<file path="config.mk">
export PLATFORM = sky130hd
export DESIGN_NAME = adder_scheduler
export DESIGN_NICKNAME = d
export VERILOG_FILES = /design/src/rtl/adder_sched_pkg.sv /design/src/rtl/adder.sv /design/src/rtl/rr_arbiter.sv /design/src/rtl/adder_scheduler.sv
export SDC_FILE = /design/constraint.sdc
export NUM_CORES = 1
export LEC_CHECK = 0
export BUFFER_PORTS_ARGS = -buffer_cell sky130_fd_sc_hd__buf_2
export CAP_MARGIN = 0
export CORE_ASPECT_RATIO = 0.9
export CORE_MARGIN = 2
export CORE_UTILIZATION = 50
export CTS_BUF_LIST = sky130_fd_sc_hd__clkbuf_8
export CTS_CLUSTER_DIAMETER = 200
export DETAILED_ROUTE_END_ITERATION = 8
export PLACE_DENSITY = 0.88
export SLEW_MARGIN = 40
export SYNTH_ARGS = -nofsm -noshare
export SYNTH_HDL_FRONTEND = slang
export SYNTH_SLANG_ARGS = --single-unit
export TNS_END_PERCENT = 10
</file>
<file path="constraint.sdc">
create_clock -name i_clk -period 3.7 [get_ports i_clk]
set_input_delay 0.185 -clock i_clk [delete_from_list [all_inputs] [get_ports i_clk]]
set_output_delay 0.185 -clock i_clk [all_outputs]
set_load 0.01 [all_outputs]
</file>
<file path="src/rtl/adder_sched_pkg.sv">
// Shared types and helpers for the adder_scheduler block.
//   sched_state_e : scheduler FSM states
//   rr_next       : round-robin pointer increment with wrap at n
package adder_sched_pkg;

  typedef enum logic [1:0] {
    IDLE    = 2'd0,
    COMPUTE = 2'd1,
    RESPOND = 2'd2
  } sched_state_e;

  // Next round-robin pointer after serving index ptr, wrapping at n.
  function automatic int unsigned rr_next(input int unsigned ptr, input int unsigned n);
    return ((ptr + 32'd1) >= n) ? 32'd0 : (ptr + 32'd1);
  endfunction

endpackage

</file>
<file path="src/rtl/adder.sv">
// Shared combinational adder datapath.
//   a_i, b_i : operands (N_BITS)
//   sum_o    : sum mod 2**N_BITS
//   carry_o  : carry-out of the addition
module adder #(
  parameter int unsigned N_BITS = 8
) (
  input  logic [N_BITS-1:0] a_i,
  input  logic [N_BITS-1:0] b_i,
  output logic [N_BITS-1:0] sum_o,
  output logic              carry_o
);

  localparam int unsigned SUM_W = N_BITS + 1;

  // Add at one extra bit so the carry falls out as the MSB.
  assign {carry_o, sum_o} = SUM_W'(a_i) + SUM_W'(b_i);

endmodule

</file>
<file path="src/rtl/rr_arbiter.sv">
// Combinational round-robin arbiter.
//   req_i     : request vector (N_REQ)
//   ptr_i     : highest-priority index for this decision
//   grant_o_c : one-hot grant, zero when no request
//   idx_o_c   : encoded index of the granted request
//   any_o_c   : at least one request present
module rr_arbiter #(
  parameter int unsigned N_REQ = 4,
  localparam int unsigned ID_W = (N_REQ > 1) ? $clog2(N_REQ) : 1
) (
  input  logic [N_REQ-1:0] req_i,
  input  logic [ID_W-1:0]  ptr_i,
  output logic [N_REQ-1:0] grant_o_c,
  output logic [ID_W-1:0]  idx_o_c,
  output logic             any_o_c
);

  int unsigned     pos;
  logic [ID_W-1:0] cand;
  logic            found;

  // Scan ptr, ptr+1, ... (mod N_REQ) and take the first asserted request.
  always_comb begin
    grant_o_c = '0;
    idx_o_c   = '0;
    found     = 1'b0;
    pos       = 32'd0;
    cand      = '0;
    for (int unsigned off = 0; off < N_REQ; off++) begin
      pos = 32'(ptr_i) + off;
      if (pos >= N_REQ) begin
        pos = pos - N_REQ;
      end
      cand = ID_W'(pos);
      if (!found && req_i[cand]) begin
        found           = 1'b1;
        grant_o_c[cand] = 1'b1;
        idx_o_c         = cand;
      end
    end
    any_o_c = found;
  end

endmodule

</file>
<file path="src/rtl/adder_scheduler.sv">
// Shares one adder between N_REQ requesters with round-robin arbitration.
// One operation in flight: IDLE (grant) -> COMPUTE (register sum) -> RESPOND
// (hold until accepted). Build option ADDER_SCHED_SATURATE_EN clamps the
// result to all-ones on overflow; overflow is still reported.
//   i_clk, i_rst_n     : clock, async active-low reset
//   i_req_valid        : per-requester request valid
//   o_req_ready        : per-requester accept, one-hot or zero, IDLE only
//   i_req_operand1/2   : packed per-requester operands
//   o_rsp_valid        : response valid, i_rsp_ready : response accept
//   o_rsp_id           : served requester index
//   o_rsp_result       : sum (wrapped, or saturated in the macro build)
//   o_rsp_overflow     : carry-out of the addition
//   o_busy             : scheduler not in IDLE
module adder_scheduler
  import adder_sched_pkg::*;
#(
  parameter int unsigned N_BITS = 8,
  parameter int unsigned N_REQ  = 4,
  localparam int unsigned ID_W  = (N_REQ > 1) ? $clog2(N_REQ) : 1
) (
  input  logic                           i_clk,
  input  logic                           i_rst_n,
  input  logic [N_REQ-1:0]               i_req_valid,
  output logic [N_REQ-1:0]               o_req_ready,
  input  logic [N_REQ-1:0][N_BITS-1:0]   i_req_operand1,
  input  logic [N_REQ-1:0][N_BITS-1:0]   i_req_operand2,
  output logic                           o_rsp_valid,
  input  logic                           i_rsp_ready,
  output logic [ID_W-1:0]                o_rsp_id,
  output logic [N_BITS-1:0]              o_rsp_result,
  output logic                           o_rsp_overflow,
  output logic                           o_busy
);

  sched_state_e      state_q, state_d;
  logic [ID_W-1:0]   rr_ptr_q, rr_ptr_d;
  logic [ID_W-1:0]   id_q, id_d;
  logic [N_BITS-1:0] op1_q, op1_d;
  logic [N_BITS-1:0] op2_q, op2_d;
  logic [ID_W-1:0]   rsp_id_q, rsp_id_d;
  logic [N_BITS-1:0] rsp_result_q, rsp_result_d;
  logic              rsp_overflow_q, rsp_overflow_d;
  logic              rsp_valid_q, rsp_valid_d;
  logic              busy_q, busy_d;

  logic [N_REQ-1:0]  grant;
  logic [ID_W-1:0]   grant_idx;
  logic              grant_any;
  logic [N_BITS-1:0] add_sum;
  logic              add_carry;
  logic [N_BITS-1:0] result_c;

  // Arbitration over the live request vector, priority from rr_ptr_q.
  rr_arbiter #(
    .N_REQ (N_REQ)
  ) u_arb (
    .req_i     (i_req_valid),
    .ptr_i     (rr_ptr_q),
    .grant_o_c (grant),
    .idx_o_c   (grant_idx),
    .any_o_c   (grant_any)
  );

  // Single shared adder, always fed from the latched operands.
  adder #(
    .N_BITS (N_BITS)
  ) u_adder (
    .a_i     (op1_q),
    .b_i     (op2_q),
    .sum_o   (add_sum),
    .carry_o (add_carry)
  );

  // Result shaping applied before the response register.
`ifdef ADDER_SCHED_SATURATE_EN
  assign result_c = add_carry ? {N_BITS{1'b1}} : add_sum;
`else
  assign result_c = add_sum;
`endif

  // Next-state and datapath-capture logic.
  always_comb begin
    state_d        = state_q;
    rr_ptr_d       = rr_ptr_q;
    id_d           = id_q;
    op1_d          = op1_q;
    op2_d          = op2_q;
    rsp_id_d       = rsp_id_q;
    rsp_result_d   = rsp_result_q;
    rsp_overflow_d = rsp_overflow_q;
    o_req_ready    = '0;

    case (state_q)
      IDLE: begin
        if (grant_any) begin
          o_req_ready = grant;
          op1_d       = i_req_operand1[grant_idx];
          op2_d       = i_req_operand2[grant_idx];
          id_d        = grant_idx;
          rr_ptr_d    = ID_W'(rr_next(32'(grant_idx), N_REQ));
          state_d     = COMPUTE;
        end
      end
      COMPUTE: begin
        rsp_result_d   = result_c;
        rsp_overflow_d = add_carry;
        rsp_id_d       = id_q;
        state_d        = RESPOND;
      end
      RESPOND: begin
        if (i_rsp_ready) begin
          state_d = IDLE;
        end
      end
      default: begin
        state_d = IDLE;
      end
    endcase

    // Status flags are registered copies of the next state.
    busy_d      = (state_d != IDLE);
    rsp_valid_d = (state_d == RESPOND);
  end

  // State and datapath registers.
  always_ff @(posedge i_clk or negedge i_rst_n) begin
    if (!i_rst_n) begin
      state_q        <= IDLE;
      rr_ptr_q       <= '0;
      id_q           <= '0;
      op1_q          <= '0;
      op2_q          <= '0;
      rsp_id_q       <= '0;
      rsp_result_q   <= '0;
      rsp_overflow_q <= 1'b0;
      rsp_valid_q    <= 1'b0;
      busy_q         <= 1'b0;
    end else begin
      state_q        <= state_d;
      rr_ptr_q       <= rr_ptr_d;
      id_q           <= id_d;
      op1_q          <= op1_d;
      op2_q          <= op2_d;
      rsp_id_q       <= rsp_id_d;
      rsp_result_q   <= rsp_result_d;
      rsp_overflow_q <= rsp_overflow_d;
      rsp_valid_q    <= rsp_valid_d;
      busy_q         <= busy_d;
    end
  end

  assign o_rsp_valid    = rsp_valid_q;
  assign o_rsp_id       = rsp_id_q;
  assign o_rsp_result   = rsp_result_q;
  assign o_rsp_overflow = rsp_overflow_q;
  assign o_busy         = busy_q;

endmodule

</file>
**Word level (Yosys, flattened, before mapping)**

Cells that the tools add are included.

- Word-level logic and storage cells: 94
- Latch bits: 0
- Flip-flop bits (word level): 35
- Memory bits (read-only): 0
- Memories: 0
- Output and inout bits: 17
- Input port bits: 71
- Memory bits (writable): 0

- Div/mod/pow operators: 0
- Multiplexer cells: 42
- Bitwise operators: 3
- $mul: 0
- Add/subtract/negate cells: 9
- Shift-type cells: 0
- Equal/unequal tests: 3
- $lt $le $gt $ge: 14
- Reduce and logical (&&, ||, !) cells: 13

Operators by type and width:

| operator | number |
|---|---|
| binary-select mux 8 bit (select 2 bit) | 2 |
| 2-to-1 mux 4 bit | 6 |
| 2-to-1 mux 2 bit | 11 |
| 2-to-1 mux 8 bit | 2 |
| < comparator 2 x 3 -> 1 bit, second input constant | 5 |
| >= comparator 3 bit, second input constant | 4 |
| 2-to-1 mux 1 bit | 12 |
| OR 4 bit | 3 |
| adder 8 x 8 -> 9 bit | 1 |
| binary-select mux 1 bit (select 2 bit) | 4 |
| demux 1 bit (select 2 bit) | 4 |
| >= comparator 2 x 1 -> 1 bit, second input constant | 4 |
| subtractor 2 x 1 -> 2 bit, second input constant | 4 |
| logical AND 1 bit | 7 |
| adder 2 x 1 -> 3 bit, second input constant | 2 |
| adder 2 x 2 -> 3 bit, second input constant | 2 |
| one-hot mux 2 bit (3 select lines) | 1 |
| equality test 2 bit, second input constant | 2 |
| >= comparator 2 x 3 -> 1 bit, second input constant | 1 |
| zero test 1 bit | 3 |
| equality test 2 x 1 -> 1 bit, second input constant | 1 |
| zero test 2 bit | 1 |
| AND reduction 2 bit | 1 |
| nonzero test 2 bit | 1 |

**Logic depth before layout (Yosys ltp)**

- Depth after elaboration: 17
- Mapped depth: 15
- Gate-level depth less buffers: 11

**Cells and area by module**

From an unflattened synthesis, not the netlist that was laid out.

- Cell total of the unflattened synthesis: 189
- Area total of the unflattened synthesis: 2,539.9 um^2

Modules (own cells, without submodules):

| module | times used | seq. area each (um^2) | cells each | area each (um^2) |
|---|---|---|---|---|
| adder_scheduler | 1 | 875.8 | 102 | 1,794.2 |
| rr_arbiter | 1 | 0.0 | 45 | 421.7 |
| adder | 1 | 0.0 | 42 | 324.1 |

**Least setup slack after synthesis**

OpenSTA, ideal clock, no wires.

- Path type: register -> register
- From: reg rr_ptr_q[0]
- To: reg rr_ptr_q[0]
- Data required time: 3.634 ns
- Arrival time: 3.095 ns
- Setup slack: 0.539 ns
- Path buffers: 4
- Period minus slack after synthesis: 3.161 ns
- Setup time: 0.066 ns
- Cell stages (with the launch flop): 14
- Path through: dfrtp_1 -> buf_6 -> inv_1 -> ha_1 -> clkbuf_1 -> mux4_2 -> o21ai_2 -> and2_4 -> buf_6 -> buf_12 -> inv_1 -> ha_1 -> or4_1 -> nand2_1

- Cells in the longest elaborated chain, start to end: 17
- Elaborated cells between the ends (all ways): 41
- Classes of those cells: add/sub (8); order compare (5); mux (21); reduce/logical (7)

RTL lines:

| item | line | RTL |
|---|---|---|
| start, declared | adder_scheduler.sv:36 | `logic [ID_W-1:0] rr_ptr_q, rr_ptr_d;` |
| start signal, assigned | adder_scheduler.sv:140 | `rr_ptr_q <= rr_ptr_d;` |
| branches (longest 13 deep; another with adder 2 x 1 -> 3 bit) | n/a |  |
| 2-to-1 mux 2 bit (*) | rr_arbiter.sv:35 | `if (!found && req_i[cand]) begin` |
| named net grant_idx[0] | adder_scheduler.sv:47 | `logic [ID_W-1:0] grant_idx;` |
| adder 2 x 1 -> 3 bit (*) | adder_sched_pkg.sv:14 | `return ((ptr + 32'd1) >= n) ? 32'd0 : (ptr + 32'd1);` |
| >= comparator 3 bit | adder_sched_pkg.sv:14 |  |
| 2-to-1 mux 2 bit (*) | adder_sched_pkg.sv:14 |  |

Mark *: on every way through the listed nets, which the timed path passes. The select of a mux whose other input is x is not followed.
A chain may end at the register's enable or synchronous reset.

**Final worst setup path**

- From: reg rr_ptr_q[1]
- To: reg op2_q[4]

- Cells in the longest elaborated chain, start to end: 16
- Elaborated cells between the ends (all ways): 40
- Classes of those cells: add/sub (7); order compare (4); mux (22); reduce/logical (7)

RTL lines:

| item | line | RTL |
|---|---|---|
| branches (longest 16 deep; another with adder 2 x 1 -> 3 bit) | n/a |  |
| end signal, assigned | adder_scheduler.sv:143 | `op2_q <= op2_d;` |
| end, declared | adder_scheduler.sv:39 | `logic [N_BITS-1:0] op2_q, op2_d;` |

Several ways; the timed one is not identified. The select of a mux whose other input is x is not followed.

==> impl_metrics.ini <==
[pwr]
p_sw_uw = 1499
peakVddDrop_uv = 368.2
power_frac_comb = 0.678
power.density_nw_per_um2 = 939.5
p_int_uw = 1646
seqPwrFrac = 0.226
clkPwrFrac = 0.096
power_leakage_uw = 0.001678
swShare = 0.4767

[clock_tree]
clock-sinks = 35
cts_tree = built
cts_buffer_depth = 2
clock_tree.root_cell = clkbuf_8
postCtsSetupRepairBufs = 0
clk_pin_slew_worst_paths_ns = 0.07
clk_latency_ns = 0.29
numCtsBuffers = 5
ctsHtreeMaxLevel = 2

[synthesis]
ys_seq_area_frac = 0.3111
synth_fa_ha_area_frac = 0.08267
synth.area.mux_share = 0.1004
yosys_warnings = 0
synth-edff-count = 0
synth_flop_cell = dfrtp_1
syn_avg_cell_area_sq_um = 8.909
yosys.area_share.simple = 0.1804
synth_xor_xnor_area_share = 0.01556
synthCells = 316
synth.distinct_cells = 52
synth.largest_area_cell = dfrtp_1
synth_top_family_by_area = compound AO/OA/AOI/OAI gates
yosys.area.top_type_share = 0.3111
synth_compound_area_frac = 0.2453
yosys-top-cells-area = dfrtp_1 31%, ha_1 7.6%, mux2i_1 6.0%
ys_ff_latch = 35
syn-num-nets = 405
syn_area_sq_um = 2815
synth-async-reset-ratio = 1.000

[setup_path]
crit_required_ns = 3.83
start_kind = flip-flop
critPathArrivalTime_ns = 3.38
path_class = reg2reg
crit_path_end_kind = flip-flop
path_max_fanout = 16

[floorplan]
initial_core_util = 0.5263
die_h_microns = 75.19
core_region_area_sq_um = 5349
die_x_microns = 83.10
dieArea_sq_um = 6248
row_count = 25
io_pins = 88

[placement]
hpwl_microns = 5287
dp_slack_ns = 0.5324
dp_cells = 448
place_area_sq_um = 3232
routabilityCongestion = 0.8656
portBuffers = 87

[route]
drt_iter0_drc = 207
dr.pass1.iters = 6
wl_per_cell_microns = 15.31
via_per_inst = 5.875
detail-route-antenna-nets = 0
routed_wirelength_microns = 6995
drc_errors = 0
num_vias = 2685

[sta]
hold_violations = 0
rsz0062_at_grt = false
finalMaxSlewViolations = 0
tns_ns = 0
setup_viol = 0
tightestPinTransition_ns = 0.5962
fmax_ghz = 0.3074
layout_setup_ws_ns = 0.4467
skew_ns = 0.005126
finalCriticalPeriod_ns = 3.253
period_share = 0.8793
maxSlewHeadroom = 0.5982

[finish]
areaGrowthSynthToFinish_pct = 18.89
utilization = 0.6257
fillers = 456
drive_gt1_frac = 0.2923
fin_nets = 478
fin_cells = 457
antenna_cells = 0
finalInstanceArea_sq_um = 3347

[global_routing]
antenna_found_initial = 0
track_usage = 0.2194
overflow = 0
first_global_vias = 2344
grt_pass1_wl_microns = 10990
grt_max_degree = 39

[job]
maxCapViolCount = 0

[run_status]
status = complete, no violations

[min_path]
min_path_type = in2reg
[repair_timing]
item | in CTS | in global routing
resized for setup | 0 | 0
hold buffers | 1 | 0
hold endpoints to repair | 35 | 0
[cells in the final DEF (no fill, tap or decap), types with 3 or more instances in the layout]
cell type / Yosys / routed
a211oi_1: 3 / 3
a21boi_0: 14 / 14
a21o_1: 4 / 4
a21oi_1: 6 / 6
a221oi_1: 6 / 6
a22oi_1: 4 / 4
a31oi_1: 3 / 3
and3_1: 16 / 16
buf_2: 6 / 86
buf_4: 0 / 6
clkbuf_8: 0 / 7
dfrtp_1: 35 / 35
ha_1: 17 / 17
inv_1: 11 / 12
mux2_2: 4 / 4
mux2i_1: 17 / 17
mux4_2: 3 / 3
nand2_1: 38 / 38
nand3_1: 6 / 6
nor2_1: 15 / 15
nor2b_1: 4 / 4
nor3_1: 5 / 5
nor3b_1: 3 / 3
o211ai_1: 5 / 5
o21ai_0: 18 / 18
o21ai_1: 5 / 5
o221ai_1: 13 / 13
o311ai_0: 3 / 3
xnor2_1: 4 / 4
[logic make-up (layout without fill, tap and decap cells)]
kind of cell    count (synthesis)  after routing
mux                            24             24
buf+inv                        38            112
simple gates                  101            101
flops                          35             35
compound gates                 95             95
xor+xnor                        5              5
fa+ha+maj                      18             18
[cell type report]
type | count | area [sq um] | area share
Clock buffer | 7 | 96.34 | 0.02879
Clock inverter | 1 | 3.754 | 0.001121
Inverter | 11 | 41.29 | 0.01234
Multi-Input combinational cell | 243 | 1760 | 0.5260
Sequential cell | 35 | 875.8 | 0.2617
Tap cell | 67 | 83.83 | 0.02505
Timing Repair Buffer | 93 | 485.5 | 0.1450
[metrics by stage]
step	power, uW	hold WS (ns)
2_1_floorplan	2399	-0.1106
3_3_place_gp	2721	0.2968
3_5_place_dp	2817	0.3042
4_1_cts	3129	0.2005
5_1_grt	3417	0.2135
6_report	3145	0.2028
[critical path: stages, from the launching register on]
cell	delay, ns
dfrtp_1	0.55
inv_1	0.17
ha_1	0.51
nand2_1	0.09
a21o_1	0.20
a221oi_1	0.32
o21a_1	0.28
buf_4	0.24
nand2b_1	0.52
o221ai_1	0.21
[worst paths after layout]
path	startpoint	to	slack [ns]	depth (start not counted)
max	rr_ptr_q[1]	op2_q[4]	0.45	9
min	i_rsp_ready	o_rsp_valid	0.20	4
max reg2reg	rr_ptr_q[1]	op2_q[4]	0.45	9
min reg2reg	id_q[1]	id_q[1]	0.47	2
max in group asynchronous	i_rst_n	op2_q[6]	3.00	2
min in group asynchronous	i_rst_n	o_rsp_overflow	0.38	2
[cells in the mapped netlist (4+ instances only)]
cell,number
inv_1,11
nand2_1,38
buf_2,6
o221ai_1,13
nand3_1,6
nor3_1,5
a21oi_1,6
nor2b_1,4
ha_1,17
mux2i_1,17
xnor2_1,4
dfrtp_1,35
o21ai_0,18
nor2_1,15
clkbuf_1,18
o21ai_1,5
a21o_1,4
a221oi_1,6
and3_1,16
o211ai_1,5
a22oi_1,4
mux2_2,4
a21boi_0,14
[state kept, by name (all words and copies together), names as in the netlist]
| name | cells |
|---|---|
| id_q | 2 |
| o_busy | 1 |
| o_rsp_id | 2 |
| o_rsp_overflow | 1 |
| o_rsp_result | 8 |
| o_rsp_valid | 1 |
| op1_q | 8 |
| op2_q | 8 |
| rr_ptr_q | 2 |
| state_q | 2 |
[power groups by stage]
stage / logic (uW) / clock network [uW] / registers (uW)
after detailed placement: 2100 / 0 / 716
final: 2130 / 301 / 712
after global placement: 2020 / 0 / 706
after CTS: 2110 / 307 / 710
after floorplan: 1680 / 0 / 721
after global routing: 2360 / 325 / 732
[per-layer routing]
layer  global-route usage  wire, microns  up-vias
met5                    0              0        -
met4              0.07650            121        0
met3              0.04825            484       13
met2               0.3459           3260      122
met1               0.3035           3129     1242
li1                     -              -     1308
No activity file was read; power rests on OpenSTA's default activity.
